===== src/rtl/hpm_sample_ctrl.sv =====
// ============================================================================
// Module   : hpm_sample_ctrl
// Brief    : Periodically scans masked HPM counters over a shared counter port
//            and queues {index, value} samples in a FIFO.
// Revision : 1.0 - initial release
// ============================================================================
`default_nettype none

module hpm_sample_ctrl #(
    parameter int unsigned MHPMCounterNum = 29,
    parameter int unsigned NumCounters    = MHPMCounterNum,
    parameter int unsigned FifoDepth      = 4,
    parameter int unsigned XLEN           = 32
) (
    input  logic                   clk_i,
    input  logic                   rst_ni,
    input  logic                   cfg_en_i,
    input  logic [15:0]            cfg_period_i,
    input  logic [NumCounters-1:0] cfg_mask_i,
    input  logic                   csr_req_i,
    input  logic [11:0]            csr_addr_i,
    input  logic                   csr_we_i,
    input  logic [XLEN-1:0]        csr_wdata_i,
    output logic [XLEN-1:0]        csr_rdata_o,
    output logic                   csr_gnt_o,
    output logic [11:0]            pc_addr_o,
    output logic                   pc_we_o,
    output logic [XLEN-1:0]        pc_wdata_o,
    input  logic [XLEN-1:0]        pc_rdata_i,
    output logic                   smp_valid_o,
    input  logic                   smp_ready_i,
    output logic [4:0]             smp_idx_o,
    output logic [63:0]            smp_data_o,
    output logic [15:0]            drop_cnt_o,
    output logic                   busy_o
);

    localparam logic [11:0] c_addr_lo = 12'hB03;
    localparam logic [11:0] c_addr_hi = 12'hB83;
    localparam int unsigned c_ptr_w   = $clog2(FifoDepth);
    localparam int unsigned c_cnt_w   = c_ptr_w + 1;
    localparam logic [c_cnt_w-1:0] c_fifo_full = c_cnt_w'(FifoDepth);
    localparam logic [c_cnt_w-1:0] c_cnt_one   = c_cnt_w'(1);
    localparam logic [c_ptr_w-1:0] c_ptr_one   = c_ptr_w'(1);

    if (FifoDepth < 2 || (FifoDepth & (FifoDepth - 1)) != 0) begin : g_bad_fifo_depth
        $error("FifoDepth must be a power of 2 and at least 2");
    end

    typedef enum logic [1:0] {
        ST_WAIT    = 2'd0,
        ST_SCAN_LO = 2'd1,
        ST_SCAN_HI = 2'd2,
        ST_NEXT    = 2'd3
    } state_e;

    state_e                   r_state;
    logic [15:0]              r_timer;
    logic [NumCounters-1:0]   r_mask;
    logic [4:0]               r_k;
    logic                     r_has;
    logic [63:0]              r_value;
    logic [4:0]               r_fifo_idx  [FifoDepth];
    logic [63:0]              r_fifo_data [FifoDepth];
    logic [c_ptr_w-1:0]       r_wptr;
    logic [c_ptr_w-1:0]       r_rptr;
    logic [c_cnt_w-1:0]       r_count;
    logic [15:0]              r_drop;

    logic [15:0]              w_period_m1;
    logic [4:0]               w_first_k;
    logic                     w_first_vld;
    logic [4:0]               w_next_k;
    logic                     w_next_vld;
    logic                     w_pop;
    logic                     w_push_req;
    logic                     w_push;
    logic                     w_drop;

    assign w_period_m1 = (cfg_period_i == 16'd0) ? 16'd0 : cfg_period_i - 16'd1;

    // Lowest live mask bit starts a scan; the next one above r_k continues it.
    always_comb begin
        w_first_vld = 1'b0;
        w_first_k   = '0;
        w_next_vld  = 1'b0;
        w_next_k    = '0;
        for (int i = 0; i < int'(NumCounters); i++) begin
            if (cfg_mask_i[i] && !w_first_vld) begin
                w_first_vld = 1'b1;
                w_first_k   = 5'(i);
            end
            if (r_mask[i] && (5'(i) > r_k) && !w_next_vld) begin
                w_next_vld = 1'b1;
                w_next_k   = 5'(i);
            end
        end
    end

    always_comb begin
        csr_gnt_o   = 1'b0;
        csr_rdata_o = '0;
        pc_we_o     = 1'b0;
        pc_wdata_o  = '0;
        pc_addr_o   = 12'd0;
        if (csr_req_i) begin
            csr_gnt_o   = 1'b1;
            csr_rdata_o = pc_rdata_i;
            pc_we_o     = csr_we_i;
            pc_wdata_o  = csr_wdata_i;
            pc_addr_o   = csr_addr_i;
        end else if (r_state == ST_SCAN_LO) begin
            pc_addr_o = c_addr_lo + {7'd0, r_k};
        end else if (r_state == ST_SCAN_HI) begin
            pc_addr_o = c_addr_hi + {7'd0, r_k};
        end
    end

    assign w_pop      = (r_count != '0) && smp_ready_i;
    assign w_push_req = (r_state == ST_NEXT) && !csr_req_i && cfg_en_i && r_has;
    assign w_push     = w_push_req && ((r_count != c_fifo_full) || w_pop);
    assign w_drop     = w_push_req && (r_count == c_fifo_full) && !w_pop;

    // A granted CSR access freezes the whole scan engine, timer included.
    always_ff @(posedge clk_i or negedge rst_ni) begin
        if (!rst_ni) begin
            r_state <= ST_WAIT;
            r_timer <= '0;
            r_mask  <= '0;
            r_k     <= '0;
            r_has   <= 1'b0;
            r_value <= '0;
        end else if (!csr_req_i) begin
            if (r_state == ST_WAIT) begin
                if (cfg_en_i) begin
                    if (r_timer == 16'd0) begin
                        r_mask  <= cfg_mask_i;
                        r_k     <= w_first_k;
                        r_has   <= w_first_vld;
                        r_state <= w_first_vld ? ST_SCAN_LO : ST_NEXT;
                    end else begin
                        r_timer <= r_timer - 16'd1;
                    end
                end
            end else if (!cfg_en_i) begin
                r_state <= ST_WAIT;
                r_timer <= w_period_m1;
                r_has   <= 1'b0;
            end else if (r_state == ST_SCAN_LO) begin
                r_value[XLEN-1:0] <= pc_rdata_i;
                r_state           <= (XLEN == 32) ? ST_SCAN_HI : ST_NEXT;
            end else if (r_state == ST_SCAN_HI) begin
                r_value[63:32] <= pc_rdata_i[31:0];
                r_state        <= ST_NEXT;
            end else if (w_next_vld) begin
                r_k     <= w_next_k;
                r_state <= ST_SCAN_LO;
            end else begin
                r_state <= ST_WAIT;
                r_timer <= w_period_m1;
                r_has   <= 1'b0;
            end
        end
    end

    // On a full FIFO with a simultaneous pop, the write lands in the slot being vacated.
    always_ff @(posedge clk_i or negedge rst_ni) begin
        if (!rst_ni) begin
            for (int i = 0; i < int'(FifoDepth); i++) begin
                r_fifo_idx[i]  <= '0;
                r_fifo_data[i] <= '0;
            end
            r_wptr  <= '0;
            r_rptr  <= '0;
            r_count <= '0;
            r_drop  <= '0;
        end else begin
            if (w_push) begin
                r_fifo_idx[r_wptr]  <= r_k + 5'd3;
                r_fifo_data[r_wptr] <= r_value;
                r_wptr              <= r_wptr + c_ptr_one;
            end
            if (w_pop) begin
                r_rptr <= r_rptr + c_ptr_one;
            end
            if (w_push && !w_pop) begin
                r_count <= r_count + c_cnt_one;
            end else if (!w_push && w_pop) begin
                r_count <= r_count - c_cnt_one;
            end
            if (w_drop && (r_drop != 16'hFFFF)) begin
                r_drop <= r_drop + 16'd1;
            end
        end
    end

    assign smp_valid_o = (r_count != '0);
    assign smp_idx_o   = r_fifo_idx[r_rptr];
    assign smp_data_o  = r_fifo_data[r_rptr];
    assign drop_cnt_o  = r_drop;
    assign busy_o      = (r_state != ST_WAIT);

endmodule

`default_nettype wire


===== config.mk =====
export PLATFORM = sky130hd
export DESIGN_NAME = hpm_sample_ctrl
export DESIGN_NICKNAME = d
export VERILOG_FILES = /design/src/rtl/hpm_sample_ctrl.sv
export SDC_FILE = /design/constraint.sdc
export NUM_CORES = 1
export LEC_CHECK = 0
export ABC_AREA = 1
export CORE_ASPECT_RATIO = 2
export CORE_UTILIZATION = 26
export CTS_CLUSTER_SIZE = 25
export DETAILED_ROUTE_END_ITERATION = 10
export GPL_ROUTABILITY_DRIVEN = 1
export PLACE_DENSITY = 0.45
export SLEW_MARGIN = 20
export SYNTH_ARGS = -nofsm -noshare
export SYNTH_HDL_FRONTEND = slang
export SYNTH_SLANG_ARGS = --single-unit

===== constraint.sdc =====
create_clock -name clk_i -period 3.8 [get_ports clk_i]
set_clock_uncertainty 0.05 [all_clocks]
set_input_delay 0.76 -clock clk_i [delete_from_list [all_inputs] [get_ports clk_i]]
set_output_delay 0.76 -clock clk_i [all_outputs]
set_load 0.05 [all_outputs]

### Word-level counts from Yosys, hierarchy flattened

Cells that the tools add are included.

| word-level totals | value |
|---|---|
| word-level logic and storage cells | 415 |
| flip-flop bits (word level) | 416 |
| output and inout port bits | 165 |
| input port bits | 127 |

| operators by class | value |
|---|---|
| add/sub/neg operators | 10 |
| eq/ne operators | 14 |
| mux-type cells | 165 |
| bitwise gates (word level) | 5 |
| magnitude comparators | 32 |
| reduce and logical (&&, ||, !) cells | 170 |

Operators with widths:

| cell | count |
|---|---|
| $mux W5 | 63 |
| $bwmux W256 | 1 |
| $mux W64 | 3 |
| $bmux W64 S2 | 1 |
| $demux W64 S2 | 1 |
| $mux W16 | 8 |
| $logic_and A1 B1 Y1 | 96 |
| $mux W1 | 70 |
| $gt A5 B5 Y1 const A | 13 |
| $mux W32 | 2 |
| $logic_not A1 Y1 | 59 |
| $gt A4 B5 Y1 const A | 8 |
| $mux W12 | 3 |
| $logic_not A16 Y1 | 2 |
| $sub A16 B1 Y16 const B | 2 |
| $add A12 B5 Y12 const A | 2 |
| $bwmux W20 | 1 |
| $gt A3 B5 Y1 const A | 4 |
| $reduce_and A6 Y1 | 3 |
| $add A16 B1 Y16 const B | 1 |
| $mux W2 | 8 |
| $ne A16 B16 Y1 const B | 1 |
| $bmux W5 S2 | 1 |
| $demux W5 S2 | 1 |
| 25 further kinds | 42 |

### Logic depth before layout (Yosys ltp)

| logic depth | value |
|---|---|
| word-level depth | 92 |
| gate-level depth with buffers | 27 |
| depth with buffers taken out | 26 |

### Worst setup path after synthesis

Ideal clock, no wire load.

| path | value |
|---|---|
| kind | input -> output |
| from | in csr_req_i |
| to | out pc_addr_o[5] |
| cell stages on the path | 4 |
| arrival time | 2,424 ps |
| slack | 566 ps |
| required time | 2,990 ps |
| buffers on the path | 1 |
| cells stage by stage | clkbuf_1 inv_1 o21ai_0 o31ai_1 |

| between the ends | value |
|---|---|
| cells in the longest elaborated chain, start to end | 1 |

Ends and longest elaborated chain:

| element | line | text |
|---|---|---|
| from (decl) | 20 | `input logic csr_req_i,` |
| $mux W12 | 106 | `if (csr_req_i) begin` |
| to (decl) | 26 | `output logic [11:0] pc_addr_o,` |

No other way between the ends.

### Final worst setup path

| path | value |
|---|---|
| from | in cfg_mask_i[4] |
| to | reg r_k[4] |

| between the ends | value |
|---|---|
| cells in the longest elaborated chain, start to end | 77 |
| elaborated cells between the ends (all ways) | 101 |
| classes of those cells | mux (52); reduce/logical (49) |

Ends and longest elaborated chain:

| element | line | text |
|---|---|---|
| from (decl) | 19 | `input logic [NumCounters-1:0] cfg_mask_i,` |
| $logic_and A1 B1 Y1 (*) | 89 | `if (cfg_mask_i[i] && !w_first_vld) begin` |
| $mux W1 | 89 |  |
| $logic_not A1 Y1 | 89 |  |
| $logic_and A1 B1 Y1 | 89 |  |
| $mux W1 | 89 |  |
| $logic_not A1 Y1 | 89 |  |
| $logic_and A1 B1 Y1 | 89 |  |
| $mux W1 | 89 |  |
| [... 61 more ...] | - |  |
| $logic_and A1 B1 Y1 | 89 |  |
| $mux W1 | 89 |  |
| $logic_not A1 Y1 | 89 |  |
| $logic_and A1 B1 Y1 | 89 |  |
| $mux W5 (*) | 89 |  |
| $mux W5 (*) | 136 | `if (r_timer == 16'd0) begin` |
| $mux W5 (*) | 135 | `if (cfg_en_i) begin` |
| $mux W5 (*) | 134 | `if (r_state == ST_WAIT) begin` |
| to (signal assigned) | 138 | `r_k <= w_first_k;` |
| to (signal assigned) | 156 | `r_k <= w_next_k;` |
| to (decl) | 60 | `logic [4:0] r_k;` |

Every way passes the cells marked *; elsewhere a longest branch is shown, timed or not. The select of a mux whose other input is x is not followed.
A chain may end at the register's enable or synchronous reset.

==> results.md <==
- Result of the run: finished clean
- Via count: between 15000 and 20000
- Dominant cell by count in the synthesized netlist: dfrtp_1
- Share of power burned in the clock network: 0.225
- Detailed Route Iter0 Violations: approximately 760
- Final antenna-violating net count: 0
- Clock tree from TritonCTS: yes
- Nature of the critical path endpoint: register
- R2R Path End: r_timer[0]
- Accumulated negative setup slack: 0 ns
- Syn Inst Count: around 2200
- Total congestion overflow after global routing: 0
- Startpoint type of the worst setup path: input port
- DRC viols: 0
- Achievable Freq: between 0.2 and 0.3 GHz
- Total global routing track utilization: 0.163
- H-tree levels: 2
- Worst hold slack: roughly 0.090 ns
- Most used flip-flop cell after synthesis: dfrtp_1
- Initial antenna violation count: 0
- Crit path kind: in -> reg
- Number of synthesized flops with an enable pin: 0
- Placer's final routability congestion estimate: approximately 0.91
- Ratio of routed vias to standard cells: roughly 4.7
- Clock latency on the worst-skew pair: slightly below 0.6 ns
- Horizontal die dimension: 201 um
- Fraction of registers with async set or reset after synthesis: 1.00
- Number of cells after detailed placement: 3522
- Root buffer selected by CTS: clkbuf_16
- Transition time of the tightest slew-check pin: 1.02 ns
- Final clock period utilization by the worst path: 0.917
- Launch instance of the worst register-to-register path: r_k[0]
- Mean instance size in the synthesized netlist: approximately 9.3 um2
- Avg WL per Cell: 18.2 um
- Total count of max-transition violations in the final report: 0
- Number of storage elements in the synthesis netlist: 416
- Count of different cell masters after synthesis: 49
- Leading post-synthesis cells by cell area: dfrtp_1, mux2_2, o21ai_0
- Global-route wire length before repair: 103000 um
- Final hold violations: 0
- Proportion of synthesized chip area in sequential cells: 0.504
- Top cells by count, synth: dfrtp_1, nand2_1, o21ai_0, mux2_2, nor2_1
- Number of I/O port buffers: between 200 and 300
- TritonCTS Buffers: between 40 and 50
- Net count after synthesis: 2369
- Final non-filler cell total: ~3600
- Final setup vio count: 0
- First-pass detailed-route iteration total: 5
- Dpl hpwl: ~46000 um
- Relative max-transition margin: 0.321
- Signal arrival time at the worst endpoint: 3.94 ns
- Critical path data required time: roughly 4.3 ns
- Tmin final: ~3.5 ns
- Area of the mapped netlist: 0.0207 mm2
- Core Box Area: roughly 0.078 mm2
- # nets final: about 2700
- R2R depth: 25
- Largest area contributor in the synthesized netlist: dfrtp_1
- Antenna cells: 0
- I/O Pins: around 300
- Layout Cell Area excl Fill: 0.0270 mm2
- Share of power burned in registers: 0.309
- Routed WL: roughly 66000 um
- Post-route total power: about 19 mW
- Synthesis-to-layout area growth: 30.7%
- Portion of synthesized cell area occupied by the leading cell type: 0.504
- Switching Power: between 8 and 9 mW
- Total leakage power: around 13 nW
- Placed standard-cell area: roughly 0.025 mm2
- Cell area power density: 721 mW/mm2
- Synth Warn #: 0
- Gate power share: 0.467
- Max-cap viol count: 0
- Sinks on the clock net: between 400 and 500
- DIE AREA: approximately 0.081 mm2
- Initial Util: 0.264
- CTS clock-pin slew for the worst setup and hold paths: approximately 0.060 ns
- Count of standard-cell rows: ~150
- Die boundary height: roughly 400 um
- Hold crit path type: in -> async
- Highest net fanout along the worst path: 3
- Layout cell share with drive strength beyond 1: 0.218
- Worst vdd rail ir drop: approximately 0.00048 V
- Number of hold buffers added after CTS: 0
- Register-to-register setup slack: 0.35 ns
- Int Power: approximately 11 mW
- Sw Share: 0.438
- Clock tree buffer depth: 3
- Via count of the first global-routing pass: roughly 18000
- Maximum number of pins on one net before global-route repair: between 100 and 150
[logic make-up (layout without fill, tap and decap cells)]
logic type,Yosys count,count (layout),synth area share
simple gates,732,732,0.151
xor+xnor,41,41,0.0174
flops,416,416,0.504
fa+ha+maj,17,17,0.0107
compound gates,410,410,0.110
mux,259,259,0.141
buf+inv,350,692,0.0657
[worst max-delay path: stages]
cell             delay (ns)
clkdlybuf4s50_1        0.40
inv_1                  0.07
nand4_1                0.14
nor2_2                 0.16
nand2_1                0.09
nor2_2                 0.12
nand2_1                0.09
nor2_2                 0.13
nand2_1                0.07
nor2_2                 0.09
nand2_1                0.08
nor2_2                 0.18
nand2_2                0.10
nor2_4                 0.12
nand3_2                0.10
nor2_4                 0.14
nand4_1                0.13
nor2_2                 0.15
nand4_1                0.11
buf_4                  0.16
a21oi_2                0.11
inv_1                  0.07
and2_1                 0.13
nand3b_1               0.07
nand3_1                0.07
nand2_1                0.08
[power by group through the flow]
stage	logic, mW	registers, mW	clock network (mW)
global route	9.82	6.13	4.69
finish	9.08	6.01	4.37
CTS	9.18	6.00	4.54
global placement	9.07	6.03	0
floorplan	5.58	5.76	0
detailed placement	9.15	6.07	0
[state kept, by name (all words and copies together), names as in the netlist, 3 cells and up]
register and flops:
r_timer 16, r_value 64, r_k 5, r_fifo_idx 20, drop_cnt_o 16, r_count 3
r_fifo_data 256, r_mask 29
[placed cells by master (no fill, tap or decap), types with 4 or more instances in the layout]
master / instances
inv_2: 9
xor2_1: 30
nand2_1: 332
nor2_2: 19
nand3_1: 52
nand3_2: 6
o21ai_0: 269
nor2_1: 229
nand3b_1: 6
nor4_1: 12
buf_4: 133
clkdlybuf4s50_1: 207
o21a_1: 22
mux2_2: 259
nor3_1: 23
bufinv_16: 6
dfrtp_1: 414
clkbuf_1: 10
clkbuf_16: 43
a31oi_1: 6
nand4_1: 28
o22ai_1: 75
nor2_4: 8
nand2_2: 5
a21oi_1: 17
nand4_2: 4
ha_1: 15
buf_12: 45
inv_1: 222
xnor2_1: 11
[worst max-delay path by stage]
| stage | start | endpoint | slack, ns | depth (start not counted) |
|---|---|---|---|---|
| global placement | cfg_mask_i[1] | r_k[4] | -0.25 | 26 |
| finish | cfg_mask_i[4] | r_k[4] | 0.31 | 26 |
| detailed placement | cfg_mask_i[1] | r_k[4] | -0.25 | 26 |
| floorplan | csr_req_i | pc_addr_o[5] | 0.57 | 4 |
| CTS | r_k[0] | r_timer[9] | 0.22 | 25 |
| global route | r_k[0] | r_timer[11] | -0.005 | 25 |
[per-stage QoR]
| stage | utilization | setup WS (ns) |
|---|---|---|
| after global routing | 0.344 | -0.00474 |
| after CTS | 0.343 | 0.215 |
| after global placement | 0.325 | -0.249 |
| final | 0.344 | 0.315 |
| after floorplan | - | 0.566 |
| after detailed placement | 0.325 | -0.249 |
[repair_timing]
| item | CTS | global route |
|---|---|---|
| setup buffers | 0 | 4 |
| gates resized for setup | 0 | 18 |
| setup endpoints to repair | 0 | 23 |
[final cells by class]
type / instances / area, um2
repair buffers: 389 / 4020
flip-flops and latches: 416 / 10400
well taps: 1029 / 1290
fillers: 8075 / 51400
inverters: 233 / 877
clock inverters: 15 / 259
clock buffers: 55 / 1140
multi-input cells: 1459 / 8990
[layer usage]
metal	vias up	global-route usage	routed length, um
li1	8063	-	-
met1	8277	0.184	26200
met2	402	0.306	34800
met3	89	0.0226	2470
met4	0	0.0606	2200
met5	-	0	0
Note: power is estimated with default switching activity, not from simulation.
